[config.mk]
export PLATFORM = sky130hd
export DESIGN_NAME = pixel_stream_receiver
export DESIGN_NICKNAME = d
export VERILOG_FILES = /design/src/rtl/pixel_stream_pkg.sv /design/src/rtl/sat_counter.sv /design/src/rtl/pixel_stream_receiver.sv
export SDC_FILE = /design/constraint.sdc
export NUM_CORES = 1
export LEC_CHECK = 0
export BUFFER_PORTS_ARGS = -buffer_cell sky130_fd_sc_hd__buf_2
export CELL_PAD_IN_SITES_DETAIL_PLACEMENT = 2
export CELL_PAD_IN_SITES_GLOBAL_PLACEMENT = 2
export CORE_MARGIN = 5
export CORE_UTILIZATION = 30
export CTS_BUF_LIST = sky130_fd_sc_hd__clkbuf_4 sky130_fd_sc_hd__clkbuf_8
export DETAILED_ROUTE_END_ITERATION = 8
export PLACE_DENSITY_LB_ADDON = 0.1
export SLEW_MARGIN = 20
export SYNTH_ARGS = -nofsm -noshare
export SYNTH_HDL_FRONTEND = slang
export SYNTH_SLANG_ARGS = --single-unit
[constraint.sdc]
create_clock -name clk -period 3.15 [get_ports clk]
set_input_delay 0.63 -clock clk [delete_from_list [all_inputs] [get_ports clk]]
set_output_delay 0.63 -clock clk [all_outputs]
set_load 0.05 [all_outputs]
[src/rtl/pixel_stream_pkg.sv]
// pixel_stream_pkg: shared receiver state enum and default screen/pixel constants
package pixel_stream_pkg;
  typedef enum logic [1:0] {WAIT_SOF, ACTIVE, DROP_LINE} rx_state_t;
  localparam int DEF_SCREEN_WIDTH = 640;
  localparam int DEF_SCREEN_HEIGHT = 480;
  localparam int DEF_RGB_SIZE = 24;
endpackage

[src/rtl/sat_counter.sv]
// sat_counter: saturating counter (clk, reset, clr zeroes and beats inc, inc adds one, cnt value)
module sat_counter #(
  parameter int CNT_WIDTH = 16
) (
  input  logic                 clk,
  input  logic                 reset,
  input  logic                 clr,
  input  logic                 inc,
  output logic [CNT_WIDTH-1:0] cnt
);
  always_ff @(posedge clk)
    cnt <= (reset || clr) ? '0 : (inc && !(&cnt)) ? cnt + CNT_WIDTH'(1) : cnt;
endmodule

[src/rtl/pixel_stream_receiver.sv]
// pixel_stream_receiver: valid/ready pixel sink rebuilding x/y from sof/eol, resyncing on framing errors; out_* is a one-deep registered stage, err_*/drop_cnt are saturating debug counters
module pixel_stream_receiver
  import pixel_stream_pkg::*;
#(
  parameter int DATA_WIDTH = 32,
  parameter int RGB_SIZE = DEF_RGB_SIZE,
  parameter int SCREEN_WIDTH = DEF_SCREEN_WIDTH,
  parameter int SCREEN_HEIGHT = DEF_SCREEN_HEIGHT,
  parameter int CNT_WIDTH = 16
) (
  input  logic                  clk,
  input  logic                  reset,
  input  logic [RGB_SIZE-1:0]   in_data,
  input  logic                  in_valid,
  input  logic                  in_sof,
  input  logic                  in_eol,
  output logic                  in_ready,
  output logic [RGB_SIZE-1:0]   out_data,
  output logic [DATA_WIDTH-1:0] out_x,
  output logic [DATA_WIDTH-1:0] out_y,
  output logic                  out_valid,
  input  logic                  out_ready,
  output logic                  frame_done,
  output logic                  in_sync,
  input  logic                  clr_counters,
  output logic [CNT_WIDTH-1:0]  err_sof_cnt,
  output logic [CNT_WIDTH-1:0]  err_eol_early_cnt,
  output logic [CNT_WIDTH-1:0]  err_eol_late_cnt,
  output logic [CNT_WIDTH-1:0]  drop_cnt
);
  localparam logic [DATA_WIDTH-1:0] LX = DATA_WIDTH'(SCREEN_WIDTH - 1);
  localparam logic [DATA_WIDTH-1:0] LY = DATA_WIDTH'(SCREEN_HEIGHT - 1);
  rx_state_t st, st_n;
  logic [DATA_WIDTH-1:0] x, y, x_n, y_n, cx, cy;
  logic acc, fwd, e_sof, e_early, e_late, done;
  assign in_ready = !out_valid || out_ready;
  assign acc = in_valid && in_ready;
  assign in_sync = st == ACTIVE;
  // sof restarts the position before any eol checks, so it is processed as pixel (0,0)
  assign cx = in_sof ? '0 : x;
  assign cy = in_sof ? '0 : y;
  always_comb begin
    st_n = st;
    x_n = x;
    y_n = y;
    fwd = 1'b0;
    e_sof = 1'b0;
    e_early = 1'b0;
    e_late = 1'b0;
    done = 1'b0;
    if (acc) begin
      fwd = in_sof || st == ACTIVE;
      e_sof = in_sof && st != WAIT_SOF;
      if (fwd && !in_eol && cx == LX) begin
        e_late = 1'b1;
        st_n = DROP_LINE;
        x_n = cx;
        y_n = cy;
      end else if (fwd && !in_eol) begin
        st_n = ACTIVE;
        x_n = cx + DATA_WIDTH'(1);
        y_n = cy;
      end else if (fwd || (st == DROP_LINE && in_eol)) begin
        e_early = fwd && cx != LX;
        done = cy == LY;
        st_n = done ? WAIT_SOF : ACTIVE;
        x_n = '0;
        y_n = done ? '0 : cy + DATA_WIDTH'(1);
      end
    end
  end
  always_ff @(posedge clk) begin
    if (reset) begin
      st <= WAIT_SOF;
      x <= '0;
      y <= '0;
    end else begin
      st <= st_n;
      x <= x_n;
      y <= y_n;
    end
  end
  always_ff @(posedge clk) begin
    if (reset) begin
      out_valid <= 1'b0;
      out_data <= '0;
      out_x <= '0;
      out_y <= '0;
      frame_done <= 1'b0;
    end else begin
      frame_done <= done;
      if (fwd) begin
        out_valid <= 1'b1;
        out_data <= in_data;
        out_x <= cx;
        out_y <= cy;
      end else if (out_ready) out_valid <= 1'b0;
    end
  end
  sat_counter #(.CNT_WIDTH(CNT_WIDTH)) u_sof (.clk(clk), .reset(reset), .clr(clr_counters), .inc(e_sof), .cnt(err_sof_cnt));
  sat_counter #(.CNT_WIDTH(CNT_WIDTH)) u_early (.clk(clk), .reset(reset), .clr(clr_counters), .inc(e_early), .cnt(err_eol_early_cnt));
  sat_counter #(.CNT_WIDTH(CNT_WIDTH)) u_late (.clk(clk), .reset(reset), .clr(clr_counters), .inc(e_late), .cnt(err_eol_late_cnt));
  sat_counter #(.CNT_WIDTH(CNT_WIDTH)) u_drop (.clk(clk), .reset(reset), .clr(clr_counters), .inc(acc && !fwd), .cnt(drop_cnt));
endmodule

## After elaboration in Yosys (flattened, before gate mapping)

Index checks and enable logic that the tools add are counted.

- Flip-flop bits (word level): 220
- Input bits: 31
- Output and inout bits: 156
- Word-level logic and storage cells: 79

- Add/subtract/negate cells: 6
- Equal/unequal tests: 5
- Muxes and demuxes: 23
- Bitwise gates (word level): 2
- Reduce and logical (&&, ||, !) cells: 31

Operator list:

| cell | number |
|---|---|
| 32-bit two-way mux | 9 |
| 16-bit by 1-bit adder with 16-bit output (second input constant) | 4 |
| 32-bit by 1-bit adder with 32-bit output (second input constant) | 2 |
| 16-bit AND reduction | 4 |
| 32-bit by 10-bit == test with 1-bit output (second input constant) | 1 |
| 32-bit by 9-bit == test with 1-bit output (second input constant) | 1 |
| 32-bit by 10-bit inequality test with 1-bit output (second input constant) | 1 |
| 1-bit logical AND | 11 |
| 1-bit two-way mux | 11 |
| 1-bit logical NOT | 7 |
| 2-bit two-way mux | 3 |
| 5-bit OR reduction | 1 |
| 1-bit logical OR | 4 |
| 2-bit nonzero test | 2 |
| 3-bit nonzero test | 1 |
| 2-bit by 1-bit == test with 1-bit output (second input constant) | 1 |
| 2-bit == test (second input constant) | 1 |
| 1-bit NOT | 2 |
| 2-bit AND reduction | 1 |

## Logic depth before layout (Yosys ltp)

- Word-level depth: 8
- Depth in mapped cells: 14
- Depth with buffers taken out: 8

## By module

A second synthesis with hierarchy kept.

- Cells, all modules: 1,304
- Area, all modules: 10,362.4 µm²

Modules (own cells, without submodules):

| module | instances | cells each | area each (µm²) | seq. area each (µm²) |
|---|---|---|---|---|
| pixel_stream_receiver | 1 | 936 | 7,104.3 | 3,123.0 |
| sat_counter | 4 | 92 | 814.5 | 320.3 |

## Worst setup path before layout

No wires, ideal clock.

- Path type: input port to flip-flop
- Start point: input in_sof
- End point: register y[18]
- Setup time: 74 ps
- Arrival: 3,375 ps
- Data required time: 3,076 ps
- Setup slack: -300 ps
- Stages: 12
- Path buffers: 5
- Cells stage by stage: buf_2 -> buf_2 -> buf_2 -> clkbuf_1 -> nor2b_1 -> ha_1 -> and4b_1 -> or3b_1 -> buf_6 -> or4_4 -> or3_1 -> a31oi_1

- Cells in the longest elaborated chain, start to end: 6
- Elaborated cells on any way between the ends: 15
- Classes of those cells: add/sub: 1; eq/ne: 2; mux: 6; reduce/logical: 6

Ends and longest elaborated chain:

| element | line | source |
|---|---|---|
| start, declared | pixel_stream_receiver.sv:15 | `input logic in_sof,` |
| 32-bit two-way mux * | pixel_stream_receiver.sv:41 | `assign cy = in_sof ? '0 : y;` |
| net cy[0] | pixel_stream_receiver.sv:34 | `logic [DATA_WIDTH-1:0] x, y, x_n, y_n, cx, cy;` |
| 32-bit by 1-bit adder with 32-bit output or 32-bit by 9-bit == test with 1-bit output (tied branches) | pixel_stream_receiver.sv:68, pixel_stream_receiver.sv:65 |  |
| 32-bit two-way mux * | pixel_stream_receiver.sv:68 | `y_n = done ? '0 : cy + DATA_WIDTH'(1);` |
| 32-bit two-way mux * | pixel_stream_receiver.sv:63 | `end else if (fwd \|\| (st == DROP_LINE && in_eol)) begin` |
| 32-bit two-way mux * | pixel_stream_receiver.sv:59 | `end else if (fwd && !in_eol) begin` |
| 32-bit two-way mux * | pixel_stream_receiver.sv:54 | `if (fwd && !in_eol && cx == LX) begin` |
| end signal, assigned | pixel_stream_receiver.sv:80 | `y <= y_n;` |
| end, declared | pixel_stream_receiver.sv:34 |  |

The timed path passes the listed nets; every way through them passes the cells marked *. The select of a mux whose other input is x is not followed.
A chain may end at the register's enable or synchronous reset.

## Final worst setup path

- Start point: register y[0]
- End point: register y[18]

- Cells in the longest elaborated chain, start to end: 6
- Elaborated cells on any way between the ends: 7
- Classes of those cells: add/sub: 1; eq/ne: 1; mux: 5

Ends and longest elaborated chain:

| element | line |
|---|---|
| 32-bit two-way mux * | pixel_stream_receiver.sv:41 |
| net cy[0] | pixel_stream_receiver.sv:34 |
| 32-bit by 1-bit adder with 32-bit output or 32-bit by 9-bit == test with 1-bit output (tied branches) | pixel_stream_receiver.sv:68, pixel_stream_receiver.sv:65 |
| 32-bit two-way mux * | pixel_stream_receiver.sv:68 |
| 32-bit two-way mux * | pixel_stream_receiver.sv:63 |
| 32-bit two-way mux * | pixel_stream_receiver.sv:59 |
| 32-bit two-way mux * | pixel_stream_receiver.sv:54 |

Marked as above.

==> run_results.csv <==
group,metric,value,unit
finish,number_of_antenna_repair_diodes,0,
min_path,hold-path-cell-count,3,
detailed_routing,ant_nets,0,
global_routing,grt_first_pass_wirelength,61500,um
finish,post_route_cells_drive_above_1_share,21.3,%
worst_setup_path,endpoint_kind,"register",
global_routing,grtUsageMet2,36.0,%
power_and_ir_drop,max-vdd-ir-drop,0.000296,V
min_path,min_delay_worst_endpoint,"out_data[19]",
detailed_routing,viasPerCell,5.23,
detailed_routing,wl,37800,um
placed_design,place.port_buffers,186,
detailed_routing,route.detailed.drc,0,
synth,synth-edff-count,0,
finish,final_cell_mix,"220 x sky130_fd_sc_hd__dfxtp_1, 207 x sky130_fd_sc_hd__nand2_1, 185 x sky130_fd_sc_hd__buf_2",
power_and_ir_drop,leakage_power_of_the_design,4.86,nW
worst_setup_path,arrival,3040,ps
cts,post_cts_hold_buffer_count,0,
synth,postSynthCellCount,1296,
detailed_routing,drt_pre_antenna_iters,4,
synth,yosys_register_bits,220,
floorplan,core_area,33400,um2
global_routing,grt_busiest_layer,"met2",
cts,cts_buffers,43,
synth,syn_avg_cell_area,7.78,um2
cts,post_cts_resize_count,0,
placed_design,pre_cts_ws,128,ps
floorplan,total_die_area,37400,um2
sta,max_freq,393,MHz
worst_setup_path,crit-reg2reg-capture,"y[18]",
finish,layout.cells.most_common,"sky130_fd_sc_hd__dfxtp_1",
sta,fin_skew,37.6,ps
placed_design,final_weighted_congestion_in_routability_driven_placement,0.780,
synth,post-synth-top-area-fraction,43.7,%
cts,clockRootBuffer,"sky130_fd_sc_hd__clkbuf_8",
cts,cts_post_setup_buffers_inserted,0,
worst_setup_path,ff2ff_path_depth,7,
sta,final.setup.worst_slack,607,ps
synth,synth_nets,1333,
detailed_routing,via_count,10292,
worst_setup_path,r2r_setup_slack,610,ps
placed_design,placedInstanceArea,11700,um2
worst_setup_path,crit_path_start_kind,"register",
placed_design,place.detailed.hpwl,26200,um
sta,setup_tns,0,ps
power_and_ir_drop,share_clk_of_total_power,48.4,%
cts,worst_setup_hold_path_clk_slew,60,ps
run_status,run_status,"finished, final reports clean",
global_routing,met1_usage,23.9,%
sta,report.final.slew_viol_count,0,
finish,nets,1527,
sta,timing.final.crit_share,80.7,%
synth,synth.yosys.warnings,0,
finish,area_growth,24.8,%
cts,clock-sinks,220,
worst_setup_path,critical_path.cell_chain,"nor2b_4 > ha_4 > and4b_1 > or3b_1 > or4_4 > or3_1 > a31oi_1",
sta,max_slew.worst_pin.slew,925,ps
power_and_ir_drop,switching_share,25.6,%
worst_setup_path,timing.critical_path.slowest_cell_delay,530,ps
sta,hold_viol_final,0,
synth,synth-main-ff-cell,"sky130_fd_sc_hd__dfxtp_1",
power_and_ir_drop,pwr-share-seq,44.8,%
floorplan,boundaryPins,187,
worst_setup_path,critical_path.slowest_cell,"sky130_fd_sc_hd__or4_4",
synth,asyncSetResetFlopFracSynth,0,%
floorplan,num_rows,67,
finish,finish.instance_area,12600,um2
global_routing,grt_antenna_before_repair,0,
min_path,worst_hold_path_type,"in -> reg",
global_routing,grt_pass1_vias,11035,
power_and_ir_drop,power-per-cell-area,501,nW/um2
cts,clock_insertion_delay_worst_skew,570,ps
power_and_ir_drop,power.combinational.fraction,6.8,%
cts,htree_levels,2,
sta,finalSetupViolations,0,
worst_setup_path,crit_reg_reg_startpoint,"y[0]",
worst_setup_path,crit_path_max_fanout,5,
global_routing,grt_max_degree,100,
worst_setup_path,crit_path_category,"reg -> reg",
worst_setup_path,cp_data_required_time,3640,ps
global_routing,gr-usage-met3,3.24,%
sta,post-route-min-period,2540,ps
synth,synth.cell_area,10100,um2
synth,synth.distinct_cells,62,
floorplan,floorplan.initialDensity,30.2,%
synth,yosysSeqAreaShare,43.7,%
global_routing,grt_use_total,19.6,%
power_and_ir_drop,net_switching_power,1.62,mW
floorplan,chipHeight,193,um
floorplan,die_width,193,um
sta,relSlewSlack,38.3,%
min_path,worstHoldStart,"in_data[19]",
flow_run,max-cap-violations,0,
cts,cts.path.max_buffers,3,
synth,synth_top_cell_by_area,"sky130_fd_sc_hd__dfxtp_1",
global_routing,gr-total-overflow,0,
sta,setup_repair_after_global_routing_missed_its_margin,"false",
power_and_ir_drop,internal_power,4.69,mW
synth,synth.top_cells.by_area,"sky130_fd_sc_hd__dfxtp_1 44%, sky130_fd_sc_hd__nand2_1 7.7%, sky130_fd_sc_hd__a21oi_1 6.6%",
detailed_routing,wl_per_cell,19.2,um
cts,tritoncts_clock_tree,"built",
detailed_routing,drt-initial-drc-count,244,
-- per-layer routing --
metal | up-vias | part of all wire [%]
met4 | 0 | 1.7
met1 | 5146 | 44
met2 | 124 | 52
met5 | - | 0
met3 | 48 | 3.1
li1 | 4974 | -
-- cells in the mapped netlist (all sizes together) (6+ instances only) --
cell type and instances:
nand4 42, nor4 25, and4 12, nor2b 22
or4 8, inv 18, o21ai 69, buf 14
mux2i 8, nand2 207, nor3 36, a31oi 23
ha 6, a21oi 132, or3 18, dfxtp 220
and3 24, nand3 88, nor2 130, xnor2 21
clkbuf 69, o211ai 8, xor2 30
-- flip-flops by register name (all words and copies together) (netlist names), 24 cells and up --
name,flops
y,32
out_x,32
out_data,24
out_y,32
x,32
-- stage by stage --
stage / power (mW) / cells / utilization [%] / hold WS (ps)
floorplan: 3.16 / 1296 / - / 448
global placement: 3.31 / 1893 / 35.0 / 439
detailed placement: 3.32 / 1893 / 35.0 / 445
CTS: 6.45 / 1967 / 37.7 / 246
global route: 6.60 / 1967 / 37.7 / 261
finish: 6.31 / 1967 / 37.7 / 300
-- kinds of logic (layout without fill, tap and decap cells) --
logic type / after synthesis / after routing / share of synthesized area, %
flops: 220 / 220 / 43.7
simple gates: 641 / 641 / 31.0
compound gates: 268 / 268 / 15.3
buf+inv: 102 / 325 / 4.00
xor+xnor: 51 / 51 / 4.43
mux: 8 / 8 / 0.794
fa+ha+maj: 6 / 6 / 0.745
-- power by group through the flow --
stage	logic, mW	registers, mW	clock network [mW]
3_5_place_dp	0.437	2.88	0
3_3_place_gp	0.431	2.88	0
6_report	0.429	2.82	3.06
5_1_grt	0.468	2.82	3.31
4_1_cts	0.439	2.82	3.19
2_1_floorplan	0.211	2.95	0
-- worst max-delay path, delay by kind of cell (launching register included) --
kind,cells,cell delay [ps]
simple gates,5,1790
fa+ha+maj,1,170
compound gates,1,140
flops,1,400
-- layout make-up --
type,count,area [um2]
clock buffers,69,850
clock inverters,5,57.6
well taps,448,561
fillers,3948,20800
flip-flops and latches,220,4400
inverters,19,71.3
multi-input cells,974,5330
repair buffers,232,1320
-- how the worst max path moves through the flow --
stage               slack, ps             to    from  cells after the start
global route              460          x[16]   st[0]                      8
finish                    610          y[18]    y[0]                      7
detailed placement        130  u_sof.cnt[11]  in_sof                      9
floorplan                   4          y[18]  in_sof                     12
CTS                       600          y[18]    y[0]                      7
global placement          -30           y[8]  in_sof                      9
Power figures use the tool's default switching activity.
